--- config.mk ---
export PLATFORM = sky130hd
export DESIGN_NAME = fp_add_scheduler
export DESIGN_NICKNAME = d
export VERILOG_FILES = /design/src/rtl/fp_add_pkg.sv /design/src/rtl/rr_arbiter.sv /design/src/rtl/fp_add_scheduler.sv
export SDC_FILE = /design/constraint.sdc
export NUM_CORES = 1
export LEC_CHECK = 0
export CAP_MARGIN = 0
export CELL_PAD_IN_SITES_DETAIL_PLACEMENT = 0
export CELL_PAD_IN_SITES_GLOBAL_PLACEMENT = 1
export CORE_MARGIN = 5
export CORE_UTILIZATION = 31
export CTS_CLUSTER_DIAMETER = 50
export DETAILED_ROUTE_END_ITERATION = 8
export GPL_TIMING_DRIVEN = 0
export PLACE_DENSITY_LB_ADDON = 0.3
export SLEW_MARGIN = 20
export SYNTH_ARGS = -nofsm -noshare
export SYNTH_HDL_FRONTEND = slang
export SYNTH_SLANG_ARGS = --single-unit
--- constraint.sdc ---
create_clock -name clk -period 10.15 [get_ports clk]
set_clock_uncertainty 0.1 [all_clocks]
set_input_delay 2.5375 -clock clk [delete_from_list [all_inputs] [get_ports clk]]
set_output_delay 2.5375 -clock clk [all_outputs]
set_load 0.02 [all_outputs]
--- src/rtl/fp_add_pkg.sv ---
// Shared types and constants for the FP adder scheduler and its arbiter.
package fp_add_pkg;

    // Scheduler sequencing states
    typedef enum logic [1:0] {
        IDLE  = 2'd0,
        ISSUE = 2'd1,
        WAIT  = 2'd2,
        RESP  = 2'd3
    } state_t;

    // Raw IEEE-754 single-precision word
    typedef logic [31:0] fp32_t;

    // Quiet NaN returned when the watchdog gives up on the core
    localparam fp32_t FP32_QNAN = 32'h7FC0_0000;

endpackage

--- src/rtl/rr_arbiter.sv ---
// Combinational round-robin arbiter: the winner is the first asserted request
// found searching last_grant+1, last_grant+2, ... modulo NUM_REQ.
module rr_arbiter #(
    parameter int NUM_REQ = 4,
    parameter int ID_W    = $clog2(NUM_REQ)
) (
    input  logic [NUM_REQ-1:0] req,
    input  logic [ID_W-1:0]    last_grant,
    output logic [NUM_REQ-1:0] grant,
    output logic [ID_W-1:0]    grant_idx,
    output logic               any_grant
);

    logic [ID_W-1:0] cand_s;

    // Rotating priority search starting just after the previous owner
    always_comb begin
        grant     = '0;
        grant_idx = '0;
        any_grant = 1'b0;
        cand_s    = '0;
        for (int off = 1; off <= NUM_REQ; off++) begin
            cand_s = ID_W'((int'(last_grant) + off) % NUM_REQ);
            if (!any_grant && req[cand_s]) begin
                grant[cand_s] = 1'b1;
                grant_idx     = cand_s;
                any_grant     = 1'b1;
            end else begin
                any_grant = any_grant;
            end
        end
    end

endmodule

--- src/rtl/fp_add_scheduler.sv ---
// Shares one multi-cycle FP adder core among NUM_REQ requesters: round-robin
// grant, operand capture, start/done sequencing, watchdog and tagged return.
// Optional statistics counters are built when FPADD_SCHED_STATS_EN is defined.
module fp_add_scheduler
    import fp_add_pkg::*;
#(
    parameter int NUM_REQ = 4,
    parameter int TIMEOUT = 64,
    parameter int ID_W    = $clog2(NUM_REQ)
) (
    input  logic                  clk,
    input  logic                  reset,
    input  logic [NUM_REQ-1:0]    req_valid,
    output logic [NUM_REQ-1:0]    req_ready,
    input  logic [NUM_REQ*32-1:0] req_a,
    input  logic [NUM_REQ*32-1:0] req_b,
    output logic [NUM_REQ-1:0]    rsp_valid,
    input  logic [NUM_REQ-1:0]    rsp_ready,
    output logic [31:0]           rsp_data,
    output logic                  rsp_err,
    output logic                  core_start,
    output logic [31:0]           core_a,
    output logic [31:0]           core_b,
    input  logic                  core_done,
    input  logic [31:0]           core_result,
    output logic                  busy,
    output logic [ID_W-1:0]       grant_id
`ifdef FPADD_SCHED_STATS_EN
    ,
    output logic [31:0]           stat_ops,
    output logic [15:0]           stat_timeouts
`endif
);

    localparam int              CNT_W     = $clog2(TIMEOUT);
    localparam logic [CNT_W-1:0] CNT_LAST = CNT_W'(TIMEOUT - 1);
    localparam logic [ID_W-1:0]  LAST_INIT = ID_W'(NUM_REQ - 1);

    state_t              state_r;
    state_t              state_next_s;
    logic [ID_W-1:0]     last_grant_r;
    logic [CNT_W-1:0]    wait_cnt_r;
    logic [NUM_REQ-1:0]  arb_grant_s;
    logic [ID_W-1:0]     arb_idx_s;
    logic                arb_any_s;
    logic                accept_s;
    logic                done_s;
    logic                timeout_s;
    logic                rsp_hs_s;

    rr_arbiter #(
        .NUM_REQ (NUM_REQ),
        .ID_W    (ID_W)
    ) u_arb (
        .req        (req_valid),
        .last_grant (last_grant_r),
        .grant      (arb_grant_s),
        .grant_idx  (arb_idx_s),
        .any_grant  (arb_any_s)
    );

    // Next-state decode and the combinational accept toward the winner
    always_comb begin
        state_next_s = state_r;
        req_ready    = '0;
        accept_s     = 1'b0;
        done_s       = 1'b0;
        timeout_s    = 1'b0;
        rsp_hs_s     = 1'b0;
        case (state_r)
            IDLE: begin
                if (!reset && arb_any_s) begin
                    req_ready    = arb_grant_s;
                    accept_s     = 1'b1;
                    state_next_s = ISSUE;
                end else begin
                    state_next_s = IDLE;
                end
            end
            ISSUE: begin
                state_next_s = WAIT;
            end
            WAIT: begin
                // A done arriving in the last watchdog cycle still wins
                if (core_done) begin
                    done_s       = 1'b1;
                    state_next_s = RESP;
                end else if (wait_cnt_r == CNT_LAST) begin
                    timeout_s    = 1'b1;
                    state_next_s = RESP;
                end else begin
                    state_next_s = WAIT;
                end
            end
            RESP: begin
                if (rsp_ready[grant_id]) begin
                    rsp_hs_s     = 1'b1;
                    state_next_s = IDLE;
                end else begin
                    state_next_s = RESP;
                end
            end
            default: begin
                state_next_s = IDLE;
            end
        endcase
    end

    // State register plus status outputs registered from the next state
    always_ff @(posedge clk or posedge reset) begin
        if (reset) begin
            state_r      <= IDLE;
            last_grant_r <= LAST_INIT;
            core_start   <= 1'b0;
            busy         <= 1'b0;
            rsp_valid    <= '0;
        end else begin
            state_r    <= state_next_s;
            core_start <= (state_next_s == ISSUE);
            busy       <= (state_next_s != IDLE);
            rsp_valid  <= (state_next_s == RESP) ? (NUM_REQ'(1) << grant_id) : '0;
            if (rsp_hs_s) begin
                last_grant_r <= grant_id;
            end
        end
    end

    // Operand and owner capture on the request handshake
    always_ff @(posedge clk or posedge reset) begin
        if (reset) begin
            core_a   <= '0;
            core_b   <= '0;
            grant_id <= '0;
        end else if (accept_s) begin
            core_a   <= req_a[32*arb_idx_s +: 32];
            core_b   <= req_b[32*arb_idx_s +: 32];
            grant_id <= arb_idx_s;
        end
    end

    // Watchdog counter: cleared while issuing, counts every WAIT cycle
    always_ff @(posedge clk or posedge reset) begin
        if (reset) begin
            wait_cnt_r <= '0;
        end else if (state_r == ISSUE) begin
            wait_cnt_r <= '0;
        end else if (state_r == WAIT) begin
            wait_cnt_r <= wait_cnt_r + CNT_W'(1);
        end
    end

    // Result word: core sum on done, quiet NaN with error on watchdog expiry
    always_ff @(posedge clk or posedge reset) begin
        if (reset) begin
            rsp_data <= '0;
            rsp_err  <= 1'b0;
        end else if (done_s) begin
            rsp_data <= core_result;
            rsp_err  <= 1'b0;
        end else if (timeout_s) begin
            rsp_data <= FP32_QNAN;
            rsp_err  <= 1'b1;
        end
    end

`ifdef FPADD_SCHED_STATS_EN
    // Saturating counters of good completions and watchdog events
    always_ff @(posedge clk or posedge reset) begin
        if (reset) begin
            stat_ops      <= '0;
            stat_timeouts <= '0;
        end else begin
            if (rsp_hs_s && !rsp_err && (stat_ops != 32'hFFFF_FFFF)) begin
                stat_ops <= stat_ops + 32'd1;
            end
            if (timeout_s && (stat_timeouts != 16'hFFFF)) begin
                stat_timeouts <= stat_timeouts + 16'd1;
            end
        end
    end
`else
    // Statistics counters are not built in this configuration
`endif

endmodule

==> flow_summary.yaml, run 1 <==
outcome:
  run_status: "completed"
synth:
  synthTopCellsByCount: "113 x dfrtp_1, 68 x mux2i_1, 55 x o211ai_1"
  syn_nets: 1014
  synth_top_cell_by_area: "dfrtp_1"
  synth_area_leaders: "dfrtp_1 38%, mux2i_1 9.2%, mux2_4 6.1%"
  synth_top_area_share: 0.381
  synth-edff-count: 0
  synthCells: 702
  synth-seq-cells: 115
  async_reset_ff_frac: 1.00
  yosysUniqueCellTypes: 52
  ys.warnings.count: 0
  seq_area_frac_synth: 0.388
  synthFlopType: "dfrtp_1"
  synthMostInstantiatedCell: "dfrtp_1"
  synth.avg_cell_area_sq_um: 10.6
  syn_area_sq_mm: 0.00742
final_layout:
  fin_nets: 1440
  instances_no_fill: 1463
  drive_above_1_share: 0.0868
  area_delta_synth_final_pct: 69.0
  fin_util: 0.532
cts:
  post_cts_resized: 0
  clkSinkCount: 115
  cts_buffers: 17
  htreeDepth: 4
  root_buffer: "clkbuf_16"
  cts_setup_buffers: 0
  cts_tree: "yes"
  hold_buffers: 0
  worstSkewPairLatency_ps: 420
  cts_buffer_depth: 2
  clk_pin_slew_ps: 60
global_routing:
  antenna_found_initial: 1
  grt_max_degree: 61
  grt_overflow: 0
  grt_pass1_wl_um: 45600
  track_usage: 0.218
  grt_pass1_vias: 7996
timing:
  rsz0062_at_grt: "no"
  fmax_ghz: 0.123
  worst_slew_pin_slew_ps: 1020
  min_period_ps: 8130
  hold-worst-slack_ps: 384
  setup_violations: 0
  slew-limit-headroom: 0.319
  fin_crit_sh: 0.801
  finalHoldViolCount: 0
  final_max_slew_viol_count: 0
place:
  dp_hpwl_um: 24100
  dp_cells: 1428
  gp_congestion: 0.836
  port_buffers: 406
pwr:
  p_total_w: 0.00380
  cellPowerDensity_mw_per_mm2: 303
  p_leak_nw: 5.04
  max-vdd-ir-drop_mv: 0.146
setup_path:
  crit_chain: "clkdlybuf4s50_1 -> inv_8 -> buf_16 -> nand3_1 -> clkbuf_1 -> clkbuf_1 -> nor2_1 -> clkdlybuf4s50_1"
  critPathSlowestCell: "clkdlybuf4s50_1"
  worstPathMaxFanout: 60
  path_class: "in -> out"
  cp.arrival_ps: 5500
  worst_setup_path_end_kind: "primary output"
  start_kind: "primary input"
  cp.required_ps: 7510
  slowest_delay_ps: 610
floorplan:
  rows: 56
  chipHeight_um: 165
  design.die.area_sq_mm: 0.0271
  initial_core_util: 0.315
  core_area_sq_mm: 0.0235
  io_pins: 408
  fp.dieW_um: 165
route:
  ant_nets: 0
  drc_errors: 0
  routed_wirelength_um: 31000
  vias: 7671
  drtIter0Drc: 403
  drt-pass1-iter-count: 5
  via_per_inst: 5.24
  wl_per_cell_um: 21.2
flow_run:
  drv_cap: 0
min_path:
  hold_path.class: "reg -> reg"
## cells in the final DEF (no fill, tap or decap), drive strengths merged, types with 5 or more instances in the layout
cell type and n:
clkbuf 71, nand2 44, a221oi 39, clkdlybuf4s50 406, a21oi 9, o21ai 7
nor2b 40, a221o 36, a211oi 37, o211ai 55, or3 27, nor2 19
ha 13, mux2 40, buf 18, mux2i 68, dfrtp 113, o22a 9
inv 19, a22o 24, nor3 5
## logic make-up (layout without fill, tap and decap cells)
group,after synthesis,count (layout),synth area share
AO/OA/AOI/OAI,230,230,0.254
AND/OR/NAND/NOR,150,150,0.107
flip-flops,115,115,0.388
multiplexers,112,112,0.180
buffers and inverters,80,519,0.0474
adder cells (fa/ha/maj),13,13,0.0219
XOR/XNOR,2,2,0.00236
other,0,3,0
## critical path: cells and delay by family
| family | cells | cell delay [ps] |
|---|---|---|
| buf+inv | 6 | 2670 |
| simple gates | 2 | 240 |
## per-stage QoR
step	setup TNS [ps]	area (sq um)	worst slack, ps
after global placement	-5200	11900	-1300
final	0	12500	2020
after CTS	0	12500	1930
after floorplan	0	7420	1500
after global routing	0	12500	1700
after detailed placement	0	11900	1930
## per-layer routing
layer	vias up	wire length, um	track usage
li1	3618	-	-
met1	3696	12500	0.264
met2	322	15000	0.366
met3	35	2900	0.0731
met4	0	643	0.0684
met5	-	0	0
## sequential cells by signal (all words and copies together), names as in the netlist
| register | flops |
|---|---|
| state_r | 2 |
| rsp_data | 32 |
| core_a | 32 |
| core_b | 32 |
| grant_id | 2 |
| rsp_valid | 4 |
| last_grant_r | 2 |
| core_start | 1 |
| wait_cnt_r | 6 |
| busy | 1 |
| rsp_err | 1 |
## power by group
group	internal, W	switching [W]
combinational	0.00111	0.00125
sequential	0.000675	0.000135
clock	0.000375	0.000262
total	0.00216	0.00164
## worst paths after layout
kind	from	depth (start not counted)	slack [ps]	to
setup / recovery	reset	8	2020	req_ready[3]
hold / removal	rsp_data[28]	1	380	rsp_data[28]
setup reg to reg	last_grant_r[0]	13	6200	core_a[0]
hold reg to reg	rsp_data[28]	1	380	rsp_data[28]
max in group asynchronous	reset	3	6800	last_grant_r[0]
min in group asynchronous	reset	2	2440	rsp_data[14]
## layout make-up
class | count | area (sq um)
Buffer | 71 | 318
Sequential cell | 115 | 2880
Tap cell | 319 | 399
Clock buffer | 17 | 425
Timing Repair Buffer | 407 | 4090
Antenna cell | 3 | 7.51
Inverter | 9 | 41.3
Clock inverter | 15 | 185
Multi-Input combinational cell | 507 | 4190
Fill cell | 2232 | 11000
No activity file was read; power rests on OpenSTA's default activity.
==> run 2, diff against run 1 <==
Settings changed: CORE_UTILIZATION 31 to 29.
Clock period 10.15 ns to 8.4 ns, I/O delays scaled along.
==> run 2 against run 1 <==
  * Critical path depth is 1 lower
  * Worst hold slack improved by 4.2 ps
  * Sequential power rose by 21%
  * First-iteration DRC count rose by 7.4%
  * Worst setup slack worse by 870 ps
  * Register-to-register slack got worse by 1800 ps
  * Non-clock buffer count is the same
  * Core utilization fell by 3.3 points
==> flow_summary.yaml, run 2 (synthesized netlist as in run 1, its figures left out) <==
global_routing:
  grt_pass1_wl_um: 46600
  grt_overflow: 0
  grt_max_degree: 64
  track_usage: 0.208
  antenna_found_initial: 4
  grt_pass1_vias: 7871
timing:
  fin_setup_tns_ps: 0
  finalHoldViolCount: 0
  rsz0062_at_grt: "no"
  slew-limit-headroom: 0.354
  fin_crit_sh: 0.864
  hold-worst-slack_ps: 389
  worst_slew_pin_slew_ps: 964
  fmax_ghz: 0.138
  setup_violations: 0
  min_period_ps: 7260
  final_max_slew_viol_count: 0
cts:
  hold_buffers: 0
  cts_buffer_depth: 2
  htreeDepth: 4
  cts_buffers: 17
  clk_pin_slew_ps: 60
  cts_tree: "yes"
  cts_setup_buffers: 0
  worstSkewPairLatency_ps: 410
  clkSinkCount: 115
  post_cts_resized: 0
  root_buffer: "clkbuf_16"
floorplan:
  chipHeight_um: 170
  io_pins: 408
  initial_core_util: 0.295
  design.die.area_sq_mm: 0.0289
  rows: 58
  fp.dieW_um: 170
  core_area_sq_mm: 0.0252
pwr:
  p_total_w: 0.00464
  max-vdd-ir-drop_mv: 0.191
  comb_power_share: 0.617
  p_sw_w: 0.00198
  p_clk_frac: 0.172
  seqPwrFrac: 0.212
  swShare: 0.426
  p_int_w: 0.00266
  cellPowerDensity_mw_per_mm2: 369
  p_leak_nw: 5.04
route:
  ant_nets: 0
  drt-pass1-iter-count: 5
  drtIter0Drc: 433
  wl_per_cell_um: 21.5
  via_per_inst: 5.22
  vias: 7684
  drc_errors: 0
  routed_wirelength_um: 31600
place:
  port_buffers: 406
  dp_hpwl_um: 24900
  gp_congestion: 0.839
setup_path:
  path_class: "in -> out"
  cp.arrival_ps: 5060
  worstPathMaxFanout: 10
  worst_setup_path_end_kind: "primary output"
  start_kind: "primary input"
  cp.required_ps: 6200
final_layout:
  fin_util: 0.499
  final_common_cell: "clkdlybuf4s50_1"
  reg.largest.list: "core_a (32), core_b (32), rsp_data (32)"
  drive_above_1_share: 0.0868
  final_cell_mix: "406 x clkdlybuf4s50_1, 113 x dfrtp_1, 68 x mux2i_1, 55 x o211ai_1, 54 x clkbuf_1"
  area_delta_synth_final_pct: 69.5
  fin_nets: 1440
outcome:
  run_status: "completed"
flow_run:
  drv_cap: 0
min_path:
  hold_path.class: "reg -> reg"
## run 2: metal layers
metal / part of all wire / vias up / track usage
met1: 0.41 / 3690 / 0.258
met3: 0.088 / 45 / 0.0667
met5: 0.0015 / - / 0
met2: 0.48 / 326 / 0.343
met4: 0.025 / 6 / 0.0681
li1: - / 3617 / -
## run 2: cell type report
cell class              instances  area (sq um)
plain buffers                  71           318
repair buffers                407          4090
flip-flops and latches        115          2880
well taps                     330           413
diodes                          1          2.50
multi-input cells             507          4190
inverters                       9          41.3
clock buffers                  18           439
fillers                      2324         12600
clock inverters                14           199
## run 2: path summary, 6_finish.rpt
check	startpoint	endpoint	slack, ps	cells after the start
setup / recovery	req_valid[3]	req_ready[1]	1140	7
hold / removal	rsp_data[23]	rsp_data[23]	390	1
setup reg to reg	last_grant_r[0]	core_a[13]	4430	13
hold reg to reg	rsp_data[23]	rsp_data[23]	390	1
max in group asynchronous	reset	last_grant_r[0]	5510	3
min in group asynchronous	reset	core_a[19]	1990	2
## run 2: metrics by stage
step	setup slack, ps	instances	instance area (sq um)
after global routing	870	1472	12600
after floorplan	625	702	7420
final	1140	1472	12600
after global placement	-2240	1438	11900
after CTS	1030	1471	12600
after detailed placement	1040	1439	11900
## run 2: power by group through the flow
| stage | Clock [W] | Combinational (W) | Sequential [W] |
|---|---|---|---|
| 2_1_floorplan | 0 | 0.00148 | 0.00125 |
| 3_3_place_gp | 0 | 0.00286 | 0.000982 |
| 3_5_place_dp | 0 | 0.00288 | 0.000985 |
| 4_1_cts | 0.000812 | 0.00289 | 0.000981 |
| 5_1_grt | 0.000836 | 0.00307 | 0.00102 |
| 6_report | 0.000795 | 0.00286 | 0.000981 |
## run 2: critical path: stages
cell and delay (ps):
clkdlybuf4s50_1 580, or4_1 520, nand3_1 120, clkbuf_1 540
clkbuf_1 470, nor2_1 120, clkdlybuf4s50_1 600
